[config.mk]
export PLATFORM = sky130hd
export DESIGN_NAME = tms_prog_loader
export DESIGN_NICKNAME = d
export VERILOG_FILES = /design/src/rtl/tms_prog_loader.sv
export SDC_FILE = /design/constraint.sdc
export NUM_CORES = 1
export LEC_CHECK = 0
export ABC_AREA = 1
export CORE_ASPECT_RATIO = 0.9
export CORE_MARGIN = 4
export CORE_UTILIZATION = 34
export CTS_CLUSTER_SIZE = 14
export DETAILED_ROUTE_END_ITERATION = 7
export GPL_TIMING_DRIVEN = 0
export SETUP_SLACK_MARGIN = 0.05
export SLEW_MARGIN = 20
export SYNTH_ARGS = -nofsm -noshare
export SYNTH_HDL_FRONTEND = slang
export SYNTH_SLANG_ARGS = --single-unit
[constraint.sdc]
create_clock -name wb_clk_i -period 2 [get_ports wb_clk_i]
set_input_delay 0.2 -clock wb_clk_i [delete_from_list [all_inputs] [get_ports wb_clk_i]]
set_output_delay 0.2 -clock wb_clk_i [all_outputs]
set_load 0.005 [all_outputs]
[src/rtl/tms_prog_loader.sv]
// Wishbone loader for the TMS1x00 program RAM: 32-bit words <-> 4 byte accesses; ROM write acks 5 cycles after stb, read 6, CTRL/other 1.
// No stall input on the RAM side; a master dropping cyc/stb mid-word aborts it without ack; RUN=1 hands the RAM port to the core.
module tms_prog_loader #(
  parameter logic [31:0] BASE_ADR = 32'h3000_0000,
  parameter int          ROM_AW   = 11
) (
  input  logic              wb_clk_i,
  input  logic              rst_n,
  input  logic              wbs_cyc_i,
  input  logic              wbs_stb_i,
  input  logic              wbs_we_i,
  input  logic [3:0]        wbs_sel_i,
  input  logic [31:0]       wbs_adr_i,
  input  logic [31:0]       wbs_dat_i,
  output logic              wbs_ack_o,
  output logic [31:0]       wbs_dat_o,
  output logic              mem_en,
  output logic              mem_we,
  output logic [ROM_AW-1:0] mem_addr,
  output logic [7:0]        mem_wdata,
  input  logic [7:0]        mem_rdata,
  input  logic              cpu_fetch,
  input  logic [ROM_AW-1:0] cpu_pc,
  output logic [7:0]        cpu_instr,
  output logic              cpu_instr_valid,
  output logic              cpu_rst_n
);

  typedef enum logic [1:0] {IDLE, WR, RD, ACK} state_t;

  state_t            state, state_nxt;
  logic [2:0]        cnt;
  logic [ROM_AW-3:0] word_q;
  logic [31:0]       wdat_q;
  logic [3:0]        sel_q;
  logic [31:0]       rdat_q;
  logic              run, err, fetch_q;

  logic live, req, rom_hit, ctrl_hit;

  assign live     = wbs_cyc_i & wbs_stb_i;
  assign req      = live & (wbs_adr_i[31:12] == BASE_ADR[31:12]);
  assign rom_hit  = ~wbs_adr_i[11];
  assign ctrl_hit = (wbs_adr_i[11:0] == 12'h800);

  always_ff @(posedge wb_clk_i or negedge rst_n) begin
    if (!rst_n) state <= IDLE;
    else        state <= state_nxt;
  end

  always_comb begin
    state_nxt = state;
    case (state)
      IDLE: if (req) begin
        if (rom_hit && !run) state_nxt = wbs_we_i ? WR : RD;
        else                 state_nxt = ACK;
      end
      WR: begin
        if (!live)              state_nxt = IDLE;
        else if (cnt == 3'd3)   state_nxt = ACK;
      end
      RD: begin
        if (!live)              state_nxt = IDLE;
        else if (cnt == 3'd4)   state_nxt = ACK;
      end
      ACK:     state_nxt = IDLE;
      default: state_nxt = IDLE;
    endcase
  end

  // Datapath and CTRL register; read bytes land one cycle after their issue.
  always_ff @(posedge wb_clk_i or negedge rst_n) begin
    if (!rst_n) begin
      cnt     <= '0;
      word_q  <= '0;
      wdat_q  <= '0;
      sel_q   <= '0;
      rdat_q  <= '0;
      run     <= 1'b0;
      err     <= 1'b0;
      fetch_q <= 1'b0;
    end else begin
      fetch_q <= run & cpu_fetch;
      case (state)
        IDLE: begin
          cnt <= '0;
          if (req) begin
            word_q <= wbs_adr_i[ROM_AW-1:2];
            wdat_q <= wbs_dat_i;
            sel_q  <= wbs_sel_i;
            rdat_q <= (ctrl_hit && !wbs_we_i) ? {30'd0, err, run} : 32'd0;
            if (rom_hit && run) err <= 1'b1;
            if (ctrl_hit && wbs_we_i && wbs_sel_i[0]) begin
              run <= wbs_dat_i[0];
              if (wbs_dat_i[1]) err <= 1'b0;
            end
          end
        end
        WR: cnt <= cnt + 3'd1;
        RD: begin
          cnt <= cnt + 3'd1;
          if (cnt != 3'd0) rdat_q[{cnt[1:0] - 2'd1, 3'b000} +: 8] <= mem_rdata;
        end
        default: cnt <= '0;
      endcase
    end
  end

  always_comb begin
    wbs_ack_o = (state == ACK);
    wbs_dat_o = (state == ACK) ? rdat_q : 32'd0;
    mem_en    = 1'b0;
    mem_we    = 1'b0;
    mem_addr  = '0;
    mem_wdata = '0;
    if (run) begin
      mem_en   = cpu_fetch;
      mem_addr = cpu_pc;
    end else begin
      case (state)
        WR: begin
          mem_en    = live;
          mem_we    = live & sel_q[cnt[1:0]];
          mem_addr  = {word_q, cnt[1:0]};
          mem_wdata = wdat_q[{cnt[1:0], 3'b000} +: 8];
        end
        RD: begin
          mem_en   = live & ~cnt[2];
          mem_addr = {word_q, cnt[1:0]};
        end
        default: ;
      endcase
    end
  end

  assign cpu_instr       = mem_rdata;
  assign cpu_instr_valid = fetch_q & run;
  assign cpu_rst_n       = run;

endmodule
# [Yosys cells after proc, flatten, opt, wreduce, memory -nomap -nowiden]
# Cells that the tools add are included.
[totals] input_bits=93 word_cells=78 reg_bits=85 out_inout_bits=64
[op_classes] mux=28 n_reduce_logical=15 n_shift=3 order_cmp=1 bitwise_logic=8 add_sub_neg=3 n_eq_ne=11
[op_table] operator="32-bit 2-to-1 mux" n=3
[op_table] operator="32-bit case mux with 2 select lines" n=1
[op_table] operator="32-bit bitwise mux" n=1
[op_table] operator="8-bit by 7-bit variable shift with 32-bit output, first input constant" n=1
[op_table] operator="32-bit by 6-bit indexed part select with 8-bit output" n=1
[op_table] operator="8-bit by 7-bit indexed part select with 32-bit output" n=1
[op_table] operator="11-bit 2-to-1 mux" n=2
[op_table] operator="20-bit by 18-bit == test with 1-bit output, second input constant" n=1
[op_table] operator="2-bit 2-to-1 mux" n=8
[op_table] operator="8-bit 2-to-1 mux" n=2
[op_table] operator="12-bit == test, second input constant" n=1
[op_table] operator="3-bit AND reduction" n=3
[op_table] operator="2-bit case mux with 4 select lines" n=1
[op_table] operator="1-bit 2-to-1 mux" n=7
[op_table] operator="5-bit negation with 7-bit output" n=1
[op_table] operator="1-bit bitwise AND" n=6
[op_table] operator="3-bit inequality test, second input constant" n=2
[op_table] operator="1-bit logical AND" n=5
[op_table] operator="2-bit == test, second input constant" n=2
[op_table] operator="2-bit inequality test, second input constant" n=2
[op_table] operator="3-bit by 1-bit adder with 3-bit output, second input constant" n=1
[op_table] operator="3-bit by 2-bit == test with 1-bit output, second input constant" n=1
[op_table] operator="3-bit == test, second input constant" n=1
[op_table] operator="2-bit by 3-bit less-than comparator with 1-bit output, second input constant" n=1
[op_table] operator="other kinds (12)" n=14

# [Logic depth before layout (Yosys ltp)]
# Gate-level depths: netlist (run 1).
[logic_depth] ltp_word=6 ltp_mapped=11 mapped_depth_nobuf=9

# [Least setup slack after synthesis (run 1)]
# OpenSTA, ideal clock, no wires.
[synth_timing] path_type="reg-to-reg" from="register cnt[0]" to="register rdat_q[24]" synth_period_minus_slack_ns=1.759 arrival_ns=1.692 path_buffers=1 required_time_ns=1.934 slack_ns=0.241 path_stages_with_launch=9 cell_sequence="dfrtp_1 inv_1 clkbuf_1 ha_1 inv_1 nand4_1 nor2_1 nand4_1 nand2_1"
[synth_between] elab_chain_len=6 word_cells_on_any_way=10
[synth_lines] item="start, declared" line_no="32" source="logic [2:0] cnt;"
[synth_lines] item="start signal, assigned" line_no="99" source="WR: cnt <= cnt + 3'd1;"
[synth_lines] item="start signal, assigned" line_no="101" source="cnt <= cnt + 3'd1;"
[synth_lines] item="2-bit by 1-bit subtractor with 2-bit output" line_no="102" source="if (cnt != 3'd0) rdat_q[{cnt[1:0] - 2'd1, 3'b000} +: 8] <= mem_rdata;"
[synth_lines] item="5-bit negation with 7-bit output" line_no="102"
[synth_lines] item="8-bit by 7-bit indexed part select with 32-bit output / 8-bit by 7-bit variable shift with 32-bit output (equally long branches)" line_no="102"
[synth_lines] item="32-bit bitwise mux" line_no="102"
[synth_lines] item="32-bit 2-to-1 mux" line_no="102"
[synth_lines] item="32-bit case mux with 2 select lines" line_no="84" source="case (state)"
[synth_lines] item="end signal, assigned" line_no="91" source="rdat_q <= (ctrl_hit && !wbs_we_i) ? {30'd0, err, run} : 32'd0;"
[synth_lines] item="end signal, assigned by index" line_no="102"
[synth_lines] item="end, declared" line_no="36" source="logic [31:0] rdat_q;"
# Several ways; a longest one is shown, not always the timed one. The select of a mux whose other input is x is not followed.
# A chain may end at the register's enable or synchronous reset.

# [Final worst setup path (run 1)]
[layout_timing] from="register state[1]" to="output mem_addr[5]"
[layout_between] elab_chain_len=4 word_cells_on_any_way=5
[layout_lines] item="start, declared" line_no="31" source="state_t state, state_nxt;"
[layout_lines] item="start signal, assigned" line_no="48" source="else state <= state_nxt;"
[layout_lines] item="2-bit == test / 2-bit by 1-bit == test with 1-bit output (equally long branches)" line_no="120" source="case (state)"
[layout_lines] item="2-bit OR reduction (no line) (*)"
[layout_lines] item="11-bit 2-to-1 mux (*)" line_no="120"
[layout_lines] item="11-bit 2-to-1 mux (*)" line_no="116" source="if (run) begin"
[layout_lines] item="end, declared" line_no="19" source="output logic [ROM_AW-1:0] mem_addr,"
# Mark *: on every way between the ends. The rest lies on a longest branch, timed or not.

==> reports/results.ini, run 1 <==
[cells_and_area]
final_layout_size_suffix_gt1_frac=0.1670
layout.nets=1003
n_antenna_cell=0
final_core_utilization=0.5348
area_growth_pct=53.89
finish.instance_area_um2=7517

[cts]
root_buffer=clkbuf_16
tritoncts.num_buffers=9
clk-insertion-delay-late_ps=340
htree_num_levels=3
number_of_sinks_handled_by_clock_tree_synthesis=85
tritoncts=built
cts-root-to-sink-buffers=2
cts.clk_slew.worst_paths_ps=60

[pwr]
combinationalPowerShare=0.525
sw_frac_of_total=0.3811
seqPwrFrac=0.264
powerDensity_nw_per_um2=955.8
peakVddDrop_mv=0.4875
leakagePower_nw=4.285
switching_power_w=0.002738
power.share.clock=0.210
intPower_w=0.004447

[synth]
synth-async-reset-ratio=1.000
synth_top_cells_by_area=dfrtp_1 (44%), nand2_1 (21%), nor2_1 (7.7%), inv_1 (5.1%), nand4_1 (4.5%)
synth_edf_count=0
post-synth-top-area-fraction=0.4355
postSynth.topFlopCell=dfrtp_1
yosysMostFrequentCell=nand2_1
post_synth_most_frequent_cells=nand2_1 (275), nor2_1 (100), dfrtp_1 (85)
synth.yosys.warnings=0
seq_area_frac_synth=0.4355
synth_seq_cells=85
mapped_nets=795
syn_area_per_cell_um2=7.069
synth.lib_cells_used.distinct=30
netlist.top_cell.by_area=dfrtp_1
postSynthCellCount=691
netlist_area_um2=4885

[sta]
relSlewSlack=0.7123
final.setup_skew_ps=6.613
final-max-slew-violation-count=0
layout_worst_path_cycle_share=1.038
setup_viol=20
timing_hold_violations_final=0
rsz0062_at_grt=true
finalCriticalPeriod_ps=2076
layout_setup_ws_ps=-76.33
setup_total_negative_slack_ps=-1102
fmax_mhz=481.6
worst_slew_pin_slew_ps=431.5

[worst_setup_path]
ff2ff_path_depth=9
critPathKind=reg2out
crit-reg2reg-capture=rdat_q[26]
reg2reg_setup_slack_ps=170
critPathSlowestCell=dfrtp_2
cp-end-kind=output pin
critical_path_depth=9
worstSetupStartpoint=state[1]
worst_setup_start_kind=register
worst_setup_path_endpoint=mem_addr[5]
critical_path_arrival_ps=1880
timing.critical_path.max_delay_family=buffers and inverters
slowest_stage_delay_on_critical_path_ps=430
path_buf_inv=6
worstReg2RegStart=state[1]
critical_path.cell_chain=inv_2, ha_4, inv_4, nor2_4, clkbuf_8, buf_12, buf_6, a22o_1, buf_2
worst_ep_required_time_ps=1800
critical_path_fanouts_max=4

[run]
maxCapViolCount=0

[global_routing]
grt_pass1_wl_mm=24.48
total_congestion_overflow_after_global_routing=0
grt_max_degree=57
number_of_global_route_vias_before_repair=5062
gr-usage-all-layers=0.1860
antenna_found_initial=0

[detailed_routing]
first_iter_violations=211
wire_per_inst_um=13.74
drc=0
detail_route.wirelength_mm=15.07
drt_pass1_iterations=5
vias=5075
postRouteAntennaNets=0
per_cell_via_count_in_the_routed_design=4.626

[die]
rows=41
dieArea_um2=16350
core_um2=14060
fp.dieH_um=121.7
boundaryPins=157
start_util=0.3475
die_w_um=134.3

[placement]
placement.io_buffers=156
placement.cell_area_um2=6713
detailed_place_hpwl_mm=11.19
detailedPlace.worstSlack_ps=-489.0
gp_routability_congestion=0.8585

[run_status]
run_status=complete, but fails checks
failing_checks=setup timing

[hold_path]
holdCritPathClass=in2async

-- kinds of logic after synthesis --
family / after synthesis / share of synthesized area
adder cells (fa/ha/maj): 11 / 0.02818
flip-flops: 85 / 0.4355
AND/OR/NAND/NOR: 438 / 0.3778
buffers and inverters: 109 / 0.09759
AO/OA/AOI/OAI: 48 / 0.06097
-- metal layers --
metal / part of all wire / vias up / GRT usage
li1: - / 2568 / -
met1: 0.46 / 2330 / 0.2430
met2: 0.47 / 154 / 0.3109
met3: 0.052 / 23 / 0.04046
met4: 0.018 / 0 / 0.05725
met5: 0 / - / 0
-- layout by cell type (no fill, tap or decap), types with 4 or more instances in the layout --
cell,Yosys,routed
a22o_1,9,9
nand3_1,12,12
ha_1,11,8
buf_2,12,23
a21oi_1,12,7
buf_4,8,32
nor2_1,100,98
clkdlybuf4s50_1,0,101
nand3_4,4,4
nand2_1,275,272
clkbuf_16,0,10
o21ai_0,23,19
buf_6,3,17
a21oi_2,0,5
clkbuf_8,0,9
clkbuf_2,0,6
clkinv_2,0,5
dlygate4sd2_1,0,25
inv_1,66,61
nand4_1,35,35
o21ai_1,0,4
dlymetal6s2s_1,0,7
dfrtp_1,85,82
inv_2,5,6
-- state kept, by name (all words and copies together) (netlist names) --
register and cells:
err 1, wdat_q 32, word_q 9, cpu_rst_n 1, fetch_q 1, cnt 3, sel_q 4, rdat_q 32
state 2
-- worst reg2reg max path: cells and delay by family, from the launching register on --
family	cells	cell delay, ps
buf+inv	4	690
flops	1	430
simple gates	4	430
fa+ha+maj	1	180
-- metrics by stage --
stage | hold WS (ps) | power (W) | cells
2_1_floorplan | -95.59 | 0.003561 | 691
3_3_place_gp | 452.0 | 0.004368 | 1040
3_5_place_dp | 152.1 | 0.004440 | 1041
4_1_cts | 345.3 | 0.007051 | 1089
5_1_grt | 373.9 | 0.007645 | 1097
6_report | 336.4 | 0.007185 | 1097
-- what timing repair did --
action,CTS,global route
hold buffers,1,0
pin swaps,14,5
endpoints found under the hold margin,29,0
gates cloned,4,0
gates resized for setup,172,29
setup endpoints to repair,89,97
buffers inserted,27,8
-- power by group through the flow --
stage	clock (W)	combinational [W]	sequential, W
2_1_floorplan	0	0.00166	0.00190
3_3_place_gp	0	0.00245	0.00192
3_5_place_dp	0	0.00252	0.00192
4_1_cts	0.00155	0.00359	0.00190
5_1_grt	0.00164	0.00410	0.00191
6_report	0.00151	0.00377	0.00190
-- how the worst min path moves through the flow --
stage	start	endpoint	slack, ps	cells after the start
final	rst_n	rdat_q[7]	340	2
after global routing	rst_n	rdat_q[4]	370	2
after CTS	rst_n	rdat_q[7]	350	2
after detailed placement	rst_n	rdat_q[2]	150	1
after global placement	wdat_q[9]	wdat_q[9]	450	2
after floorplan	rst_n	cnt[0]	-100	0
-- final cells by class --
| type | instances | area (um^2) |
|---|---|---|
| Buffer | 36 | 316.6 |
| Clock buffer | 9 | 225.2 |
| Clock inverter | 7 | 41.29 |
| Fill cell | 1369 | 6539 |
| Inverter | 73 | 291.5 |
| Multi-Input combinational cell | 497 | 2387 |
| Sequential cell | 85 | 2131 |
| Tap cell | 193 | 241.5 |
| Timing Repair Buffer | 197 | 1883 |
Power figures use the tool's default switching activity.
==> inputs of run 2 (changes only) <==
--- a/config.mk
+++ b/config.mk
@@ -12,6 +12,7 @@
 export CTS_CLUSTER_SIZE = 14
 export DETAILED_ROUTE_END_ITERATION = 7
 export GPL_TIMING_DRIVEN = 0
+export MAX_ROUTING_LAYER = met4
 export SETUP_SLACK_MARGIN = 0.05
 export SLEW_MARGIN = 20
 export SYNTH_ARGS = -nofsm -noshare
==> run 2 against run 1 <==
Net effect: the flow still finishes with violations (setup timing); die area unchanged; sequential cell count unchanged; critical endpoint unchanged; sequential share of layout area stayed put; first-iteration DRC count up 12%; combinational power is essentially flat; largest power group unchanged; non-clock buffer count unchanged; routed wire length down 0.15%; register-to-register slack about the same; clock skew is 0.88 ps higher; fmax is 0.14% higher; cell area unchanged; cell count stayed put.
==> reports/results.ini, run 2 (synthesis results as in run 1) <==
[run_status]
run_status=complete, but fails checks
failing_checks=setup timing

[sta]
final.setup_skew_ps=7.492  ; +0.8792 ps
layout_setup_ws_ps=-73.48  ; +2.848 ps
layout_worst_path_cycle_share=1.037  ; -0.001424
timing_hold_violations_final=0  ; unchanged
finalCriticalPeriod_ps=2073  ; -2.848 ps
relSlewSlack=0.7140  ; +0.001666
worst_slew_pin_slew_ps=429.0  ; -2.500 ps
fmax_mhz=482.3  ; +0.14%
setup_viol=20  ; unchanged
setup_total_negative_slack_ps=-1122  ; -19.87 ps
rsz0062_at_grt=true
final-max-slew-violation-count=0  ; unchanged

[pwr]
powerDensity_nw_per_um2=955.9  ; about the same
leakagePower_nw=4.285  ; unchanged
peakVddDrop_mv=0.4873  ; about the same

[global_routing]
number_of_global_route_vias_before_repair=5058  ; -0.079%
grt_max_degree=57  ; unchanged
total_congestion_overflow_after_global_routing=0  ; unchanged
grtUsageMet3=0.03964  ; -0.0008258
grt_busiest_layer=met2
gr-usage-all-layers=0.1918  ; +0.005752
grt_pass1_wl_mm=24.47  ; about the same
globalRouteMet2Util=0.3103  ; -0.0006281
grt.met1_usage=0.2448  ; +0.001831
antenna_found_initial=0  ; unchanged

[hold_path]
holdCritPathClass=in2async

[cts]
cts-root-to-sink-buffers=2  ; unchanged
cts.clk_slew.worst_paths_ps=60  ; about the same
tritoncts=built
root_buffer=clkbuf_16
number_of_sinks_handled_by_clock_tree_synthesis=85  ; unchanged
clk-insertion-delay-late_ps=340  ; about the same
tritoncts.num_buffers=9  ; unchanged
htree_num_levels=3  ; unchanged

[worst_setup_path]
worst_setup_start_kind=register
reg2reg_setup_slack_ps=160  ; about the same
cp-end-kind=output pin
critical_path_arrival_ps=1870  ; about the same
critical_path_fanouts_max=4  ; unchanged
worst_ep_required_time_ps=1800  ; about the same
critPathKind=reg2out

[detailed_routing]
drt_pass1_iterations=4  ; -1
wire_per_inst_um=13.72  ; -0.15%
per_cell_via_count_in_the_routed_design=4.619  ; -0.16%
drc=0  ; unchanged
first_iter_violations=236  ; +12%
postRouteAntennaNets=0  ; unchanged
detail_route.wirelength_mm=15.05  ; -0.15%
vias=5067  ; -0.16%

[placement]
detailedPlace.worstSlack_ps=-489.0  ; unchanged
placement.io_buffers=156  ; unchanged
gp_routability_congestion=0.8723  ; +1.6%
placed_instances=1041  ; unchanged
detailed_place_hpwl_mm=11.19  ; unchanged

[run]
maxCapViolCount=0  ; unchanged

[die]
rows=41  ; unchanged
dieArea_um2=16350  ; unchanged
fp.dieH_um=121.7  ; unchanged
boundaryPins=157  ; unchanged
core_um2=14060  ; unchanged
start_util=0.3475  ; unchanged
die_w_um=134.3  ; unchanged

[cells_and_area]
n_antenna_cell=0  ; unchanged
final_cell_mix=nand2_1 (272), clkdlybuf4s50_1 (101), nor2_1 (98)
largestRegisters=rdat_q: 32 flops, wdat_q: 32 flops, word_q: 9 flops
mostFrequentLayoutCell=nand2_1
final_layout_size_suffix_gt1_frac=0.1670  ; unchanged
area_growth_pct=53.89  ; unchanged
fin_cells=1097  ; unchanged
final_core_utilization=0.5348  ; unchanged
layout.nets=1003  ; unchanged

==> run 2: cell counts in the layout (fill, tap and decap cells not counted) <==
Identical to the previous run, type by type.
==> run 2: power breakdown <==
part	leakage [nW]	switching, W	internal [W]
registers	1.17	0.0000795	0.00182
logic	2.98	0.00198	0.00180
clock network	0.135	0.000679	0.000833
==> run 2: worst paths after layout <==
path | start | end | depth (start not counted)
max | state[1] | mem_addr[5] | 9
min | rst_n | rdat_q[7] | 2
max reg2reg | state[1] | rdat_q[26] | 9
min reg2reg | wdat_q[15] | wdat_q[15] | 2
max in group asynchronous | rst_n | cnt[0] | 3
min in group wb_clk_i | wbs_dat_i[16] | wdat_q[16] | 3
==> run 2: repair_timing <==
action                                  CTS  global route
gates cloned                              4             0
endpoints found under the setup margin   89            97
gates resized for setup                 172            29
endpoints found under the hold margin    29             0
setup buffers                            27             8
pin swaps                                14             5
hold buffers                              1             0
==> run 2: worst max-delay path, cell delays in order, from the launching register on <==
cell and delay, ps:
dfrtp_2 430, inv_2 100, ha_4 220, inv_4 60
nor2_4 40, clkbuf_8 150, buf_12 120, buf_6 100
a22o_1 180, buf_2 120
==> run 2: through the flow <==
stage,total power (W),hold slack [ps],cell area (um^2)
after detailed placement,0.004440,152.1,6713
after global placement,0.004368,452.0,6688
final,0.007186,336.2,7517
after floorplan,0.003561,-95.59,4885
after global routing,0.007648,372.2,7517
after CTS,0.007051,345.3,7438
==> run 2: layout make-up <==
cell class,count,area (um^2)
buffer,36,316.6
multi-input combinational,497,2387
tap,193,241.5
clock inverter,7,41.29
sequential,85,2131
clock buffer,9,225.2
timing repair buffer,197,1883
inverter,73,291.5
fill,1369,6539
==> run 2: per-layer routing <==
metal	up-vias	share of wire
met1	2334	0.46
met3	25	0.048
met4	0	0.018
met5	-	0
met2	139	0.47
li1	2569	-
